--- src/rtl/instr_fetch_unit.sv ---
// Program counter and instruction-fetch stage.
// Holds the current PC and fetches one 32-bit word per PC over a req/ack
// handshake. It hands the word to decode over a valid/ready handshake.
// Memory timeouts are retried a bounded number of times before the unit
// parks in ERROR. Misaligned PC loads are rejected and flagged.
module instr_fetch_unit #(
  parameter logic [15:0] RESET_PC    = 16'h0000,
  parameter int unsigned TIMEOUT     = 8,
  parameter int unsigned MAX_RETRIES = 3
) (
  input  logic        clk,
  input  logic        reset,
  input  logic [15:0] NewPC,
  input  logic        PCLoad,
  output logic [15:0] OldPC,
  output logic        imem_req,
  output logic [15:0] imem_addr,
  input  logic        imem_ack,
  input  logic [31:0] imem_rdata,
  output logic [31:0] Instruction,
  output logic        InstrValid,
  input  logic        InstrReady,
  output logic        Misaligned,
  output logic        FetchError,
  output logic [15:0] FetchCount
);

  typedef enum logic [2:0] {
    S_FETCH,
    S_RETRY,
    S_HOLD,
    S_WAIT_PC,
    S_ERROR
  } state_t;

  localparam logic [7:0] TO_LAST = 8'(TIMEOUT - 1);
  localparam logic [7:0] RT_MAX  = 8'(MAX_RETRIES);

  state_t      state, state_nx;
  logic        run;
  logic [7:0]  tcnt;
  logic [7:0]  rcnt;
  logic [15:0] pc;
  logic [31:0] instr;
  logic [15:0] fcnt;
  logic        mis;

  logic        aligned;
  logic        pc_load;
  logic        set_mis;
  logic        capture;
  logic        tcnt_inc;
  logic        tcnt_clr;
  logic        rcnt_inc;

  // run holds imem_req low during the first cycle after reset. The request
  // then rises only once reset has been sampled low, and any ack seen while
  // reset is still settling is ignored.
  assign imem_req    = (state == S_FETCH) && run;
  assign imem_addr   = pc;
  assign OldPC       = pc;
  assign Instruction = instr;
  assign InstrValid  = (state == S_HOLD);
  assign FetchError  = (state == S_ERROR);
  assign Misaligned  = mis;
  assign FetchCount  = fcnt;
  assign aligned     = (NewPC[1:0] == 2'b00);

  // Next-state and datapath control decode
  always_comb begin
    state_nx = state;
    pc_load  = 1'b0;
    set_mis  = 1'b0;
    capture  = 1'b0;
    tcnt_inc = 1'b0;
    tcnt_clr = 1'b0;
    rcnt_inc = 1'b0;
    unique case (state)
      S_FETCH: begin
        if (run) begin
          if (imem_ack) begin
            capture  = 1'b1;
            state_nx = S_HOLD;
          end else if (tcnt == TO_LAST) begin
            tcnt_clr = 1'b1;
            state_nx = S_RETRY;
          end else begin
            tcnt_inc = 1'b1;
          end
        end
      end
      S_RETRY: begin
        rcnt_inc = 1'b1;
        tcnt_clr = 1'b1;
        if (rcnt + 8'd1 == RT_MAX) state_nx = S_ERROR;
        else                       state_nx = S_FETCH;
      end
      S_HOLD: begin
        if (InstrReady) begin
          // A misaligned target on the combined accept+load is rejected the
          // same way as in WAIT_PC, so the unit then waits for a good PC.
          if (PCLoad && aligned) begin
            pc_load  = 1'b1;
            state_nx = S_FETCH;
          end else begin
            set_mis  = PCLoad;
            state_nx = S_WAIT_PC;
          end
        end
      end
      S_WAIT_PC: begin
        if (PCLoad) begin
          if (aligned) begin
            pc_load  = 1'b1;
            state_nx = S_FETCH;
          end else begin
            set_mis  = 1'b1;
          end
        end
      end
      S_ERROR: state_nx = S_ERROR;
      default: state_nx = S_FETCH;
    endcase
  end

  // State, PC, instruction latch, counters and sticky flag
  always_ff @(posedge clk) begin
    if (reset) begin
      state <= S_FETCH;
      run   <= 1'b0;
      tcnt  <= '0;
      rcnt  <= '0;
      pc    <= RESET_PC;
      instr <= '0;
      fcnt  <= '0;
      mis   <= 1'b0;
    end else begin
      state <= state_nx;
      run   <= 1'b1;
      if (capture) begin
        instr <= imem_rdata;
        fcnt  <= fcnt + 16'd1;
        rcnt  <= '0;
        tcnt  <= '0;
      end else begin
        if (tcnt_clr)      tcnt <= '0;
        else if (tcnt_inc) tcnt <= tcnt + 8'd1;
        if (rcnt_inc)      rcnt <= rcnt + 8'd1;
      end
      if (pc_load) pc  <= NewPC;
      if (set_mis) mis <= 1'b1;
    end
  end

endmodule

--- config.mk ---
export PLATFORM = sky130hd
export DESIGN_NAME = instr_fetch_unit
export DESIGN_NICKNAME = d
export VERILOG_FILES = /design/src/rtl/instr_fetch_unit.sv
export SDC_FILE = /design/constraint.sdc
export NUM_CORES = 1
export LEC_CHECK = 0
export CORE_ASPECT_RATIO = 0.9
export CORE_MARGIN = 5
export CORE_UTILIZATION = 44
export DETAILED_ROUTE_END_ITERATION = 8
export GPL_TIMING_DRIVEN = 0
export PLACE_DENSITY = 0.82
export SETUP_SLACK_MARGIN = 0.3
export SLEW_MARGIN = 20
export SYNTH_ARGS = -nofsm -noshare
export SYNTH_HDL_FRONTEND = slang
export SYNTH_SLANG_ARGS = --single-unit
--- constraint.sdc ---
create_clock -name clk -period 2.6 [get_ports clk]
set_input_delay 0.39 -clock clk [delete_from_list [all_inputs] [get_ports clk]]
set_output_delay 0.39 -clock clk [all_outputs]
set_load 0.02 [all_outputs]
# Word level (Yosys, flattened, before mapping)
# Cells that the tools add are included.
[classes]
addsub = 3
eq_ne = 11
mux = 32
reduce_logical = 7
[ops]
columns = ["operator", "n"]
rows = [
  ["2-to-1 mux 3 bit", 7],
  ["2-to-1 mux 1 bit", 20],
  ["adder 16 x 1 -> 16 bit, second input constant", 1],
  ["adder 8 x 1 -> 8 bit, second input constant", 2],
  ["case mux 3 bit (5 select lines)", 1],
  ["== test 8 x 2 -> 1 bit, second input constant", 1],
  ["== test 8 x 3 -> 1 bit, second input constant", 1],
  ["== test 3 x 2 -> 1 bit, second input constant", 2],
  ["inequality test 2 bit, second input constant", 3],
  ["case mux 1 bit (2 select lines)", 3],
  ["AND reduction 5 bit", 1],
  ["== test 3 x 1 -> 1 bit, second input constant", 1],
  ["== test 3 bit, second input constant", 1],
  ["zero test 3 bit", 1],
  ["inequality test 3 x 2 -> 1 bit, second input constant", 1],
  ["OR reduction 3 bit", 1],
  ["logical AND 1 bit", 2],
  ["zero test 2 bit", 1],
  ["2-to-1 mux 2 bit", 1],
  ["inequality test 2 x 1 -> 1 bit, second input constant", 1],
  ["OR reduction 2 bit", 1],
]
[word_totals]
regBits = 85
input_bits = 53
word_cells = 61

# Depth between registers and ports, before layout
[logic_depth]
depth_word = 6
ltp_mapped = 8
ltp_nobuf = 5

# Worst setup path before layout
# No wires, ideal clock.
[synth_path]
path_kind = "input to register"
from = "input NewPC[0]"
to = "register pc[10], in the netlist OldPC[10]"
setup_time_ps = 128
arrival_ps = 1848
required_time_ps = 2472
slack_ps = 624
path_stages = 5
path_buffers = 1
cell_sequence = "or3b_2 nor3_2 buf_6 mux2i_1 nor2_1"
[synth_between]
elab_chain_cells = 5
[synth_rtl]
columns = ["item", "line", "text"]
rows = [
  ["start: declaration", "13", "input logic [15:0] NewPC,"],
  ["zero test 2 bit (*)", "67", "assign aligned = (NewPC[1:0] == 2'b00);"],
  ["logical AND 1 bit", "102", "if (PCLoad && aligned) begin"],
  ["2-to-1 mux 1 bit", "102", ""],
  ["2-to-1 mux 1 bit", "99", "if (InstrReady) begin"],
  ["case mux 1 bit (2 select lines) (*)", "78", "unique case (state)"],
  ["end signal: assignment", "150", "if (pc_load) pc <= NewPC;"],
  ["end: declaration", "43", "logic [15:0] pc;"],
]
# Every way passes the cells marked *; elsewhere a longest branch is shown, timed or not.
# A chain may end at the register's enable or synchronous reset.

# Final worst setup path
[layout_path]
from = "register state[0]"
to = "output imem_req"
[layout_between]
elab_chain_cells = 2
[layout_rtl]
columns = ["item", "line", "text"]
rows = [
  ["start: declaration", "39", "state_t state, state_nx;"],
  ["start signal: assignment", "138", "state <= state_nx;"],
  ["zero test 3 bit", "59", "assign imem_req = (state == S_FETCH) && run;"],
  ["logical AND 1 bit", "59", ""],
  ["end: declaration", "16", "output logic imem_req,"],
]
# No other way between the ends.

==> reports/metrics.cfg <==
[clock_network]
tritoncts=yes
clk_pin_slew_worst_paths_ns=0.08
post_cts_buffers=0
cts.htree.levels=3
clock_sinks=85
cts_buffers=9
clock_latency_ns=0.37
postCtsHoldBufs=0
cts_buffer_depth=2
cts_root_buf=clkbuf_8

[floorplan]
core_region_area_sq_um=8107
initial_core_util_pct=45.62
ios=137
fp.dieArea_sq_um=10340
die_w_um=106.6
rows=31
die_height_um=96.98

[critical_path]
worstSetupEndpointType=primary output
crit_type=flop to primary output
worstReg2RegEnd=Instruction[23]
regToRegSetupSlack_ns=0.52
critPathArrivalTime_ns=1.76
crit_chain=buf_6, or4b_4, clkinv_4, buf_12, clkbuf_2
slowest_stage=or4b_4
critPathMaxFanout=10
cp_top_family=simple AND/OR/NAND/NOR gates
required_ns=2.21
slowest_delay_ns=0.56
ff2ff_path_depth=8
critical_path.startpoint_type=flop
path_buf_inv=4
r2r-start=state[0]

[routing]
drt_iter0_markers=135
via_count=3465
wl_um=9930
wire_per_inst_um=14.73
ant_nets=0
via_per_inst=5.141
first_pass_iters=4
drc=0

[logic_synthesis]
yosysWarnings=0
synth_area_leader_cell=dfxtp_1
synth_area_leaders=dfxtp_1 (46%), nand2_1 (7.9%), a21oi_1 (6.5%)
synth_top_area_share_pct=46.01
syn-cell-area_sq_um=3699
synth_edf_count=0
synth-seq-cells=85
synth.distinct_cells=49
async_flop_share_pct=0
synth_flop_cell=dfxtp_1
avgSynthCellArea_sq_um=8.702
synthCells=425
ys_seq_area_share_pct=46.01
syn_nets=482

[timing]
fin_worst_skew_ns=0.01284
drv_slew=0
min_period_ns=2.146
rsz0062_at_grt=no
finalCritPeriodShare_pct=82.53
fmax_mhz=466.0
final_hold_viol_count=0
tightestPinTransition_ns=0.5425
relSlewSlack_pct=63.68
final-setup-viol-count=0

[finish]
utilization_pct=66.29
multiInputGateArea_sq_um=1734
num-fill-cells=662
final_nets=627
fin_cells=674
antennaDiodeCount=0
syn_to_final_growth_pct=45.30
regArea_sq_um=1702
drive_gt1_share_pct=9.391

[job]
maxCapViolCount=0

[place]
hpwl_um=7782
portBuffers=134
gp_congestion=0.8130
placed_cells=658

[power_and_ir_drop]
ir_worst_vdd_uv=346.4
power.share.clock_pct=35.5
p_total_mw=2.663
powerDensity_nw_per_um2=495.6
seqPwrFrac_pct=51.0
combPwrFrac_pct=13.5
p_int_mw=1.967
swShare_pct=26.16
p_leak_nw=1.956
switchingPower_uw=696.7

[global_routing]
grt_pass1_vias=3414
grt_usage_pct=18.86
grt_first_pass_wirelength_um=16070
overflow=0
grt_max_degree=16
antenna_found_initial=0

[min_path]
min_delay_path_depth=2
worstHoldStart=reset
worst_hold_path_type=input port to flop
worstHoldEndpoint=run

[run_status]
outcome=completed

-- synthesized netlist by cell type (2+ instances only) --
cell type / number
ha_1: 4
xnor2_1: 7
or4_1: 5
or2_2: 2
nor4_1: 4
nand3b_1: 2
dfxtp_1: 85
o21ai_0: 5
nand2_1: 78
and4_1: 2
or3b_2: 2
a21oi_1: 48
and3_1: 3
nand3_1: 7
nor3_1: 10
a211oi_1: 3
buf_4: 16
inv_1: 4
nor2_1: 35
and2_1: 2
mux2i_1: 16
xor2_1: 13
buf_1: 2
or3_1: 5
clkbuf_1: 16
buf_6: 2
nor3b_1: 5
nand4_1: 10
nand2b_1: 4
buf_2: 4
o31ai_1: 6
-- layout by cell type, fill, tap and decap left out, drive strengths merged, types with 2 or more instances in the layout --
cell type / n
clkbuf: 27
nand4: 10
or4: 5
o21ai: 5
a21oi: 48
nand3: 8
nor2: 35
nor3: 11
clkinv: 4
buf: 25
and4: 2
nand2b: 4
or3b: 3
and2: 2
mux2i: 16
clkdlybuf4s50: 131
nand3b: 2
or3: 5
a211oi: 4
nor4: 4
o31ai: 7
xnor2: 7
nor3b: 6
xor2: 13
ha: 4
and3: 3
nand2: 78
or2: 2
inv: 5
dfxtp: 85
-- worst max-delay path by stage --
stage / endpoint / from / depth (start not counted)
CTS: imem_req / state[0] / 5
global route: OldPC[8] / PCLoad / 6
global placement: OldPC[14] / PCLoad / 6
floorplan: OldPC[10] / NewPC[0] / 5
finish: imem_req / state[0] / 5
detailed placement: OldPC[8] / PCLoad / 6
-- routing by layer --
| metal | global-route usage (%) | wire length [um] | vias up |
|---|---|---|---|
| met5 | 0 | 0 | - |
| met4 | 2.950 | 49 | 0 |
| met3 | 8.589 | 956 | 7 |
| met2 | 33.40 | 5017 | 123 |
| met1 | 21.04 | 3906 | 1601 |
| li1 | - | - | 1734 |
-- power by group through the flow --
stage               sequential (mW)  combinational [mW]  clock, mW
floorplan                      1.42               0.142          0
global placement               1.39               0.355          0
detailed placement             1.39               0.361          0
CTS                            1.36               0.363      0.971
global route                   1.36               0.392       1.02
finish                         1.36               0.360      0.945
-- kinds of logic after synthesis --
logic type               after synthesis  share of synthesized area [%]
buffers and inverters                 46                          7.409
AND/OR/NAND/NOR                      183                          24.42
XOR/XNOR                              20                          4.736
multiplexers                          16                          4.330
flip-flops                            85                          46.01
AO/OA/AOI/OAI                         71                          11.74
adder cells (fa/ha/maj)                4                          1.353
-- stage by stage --
stage,cell area [sq um],hold WS (ns),worst slack [ns],setup TNS [ns]
2_1_floorplan,3699,0.4750,0.6241,0
3_3_place_gp,5164,0.4408,-0.05240,-0.3590
3_5_place_dp,5164,0.4479,-0.09620,-0.5784
4_1_cts,5375,0.3974,0.2745,0
5_1_grt,5374,0.4402,0.3668,0
6_report,5374,0.3913,0.4542,0
-- registers in the layout, indices dropped and copies added, names as in the netlist --
register / cells
run: 1
Instruction: 32
FetchCount: 16
tcnt: 8
Misaligned: 1
state: 3
OldPC: 16
rcnt: 8
-- what timing repair did --
item,4_1_cts,5_1_grt
gates resized for setup,6,3
endpoints found under the setup margin,6,2
pin swaps,0,0
-- layout make-up --
cell class              instances  share of cell area, %
clock inverters                 6                  1.350
plain buffers                  41                  4.703
flip-flops and latches         85                  31.66
clock buffers                  10                  2.375
well taps                      99                  2.305
inverters                       5                 0.4424
repair buffers                134                  24.89
multi-input cells             294                  32.27
Power figures use the tool's default switching activity.
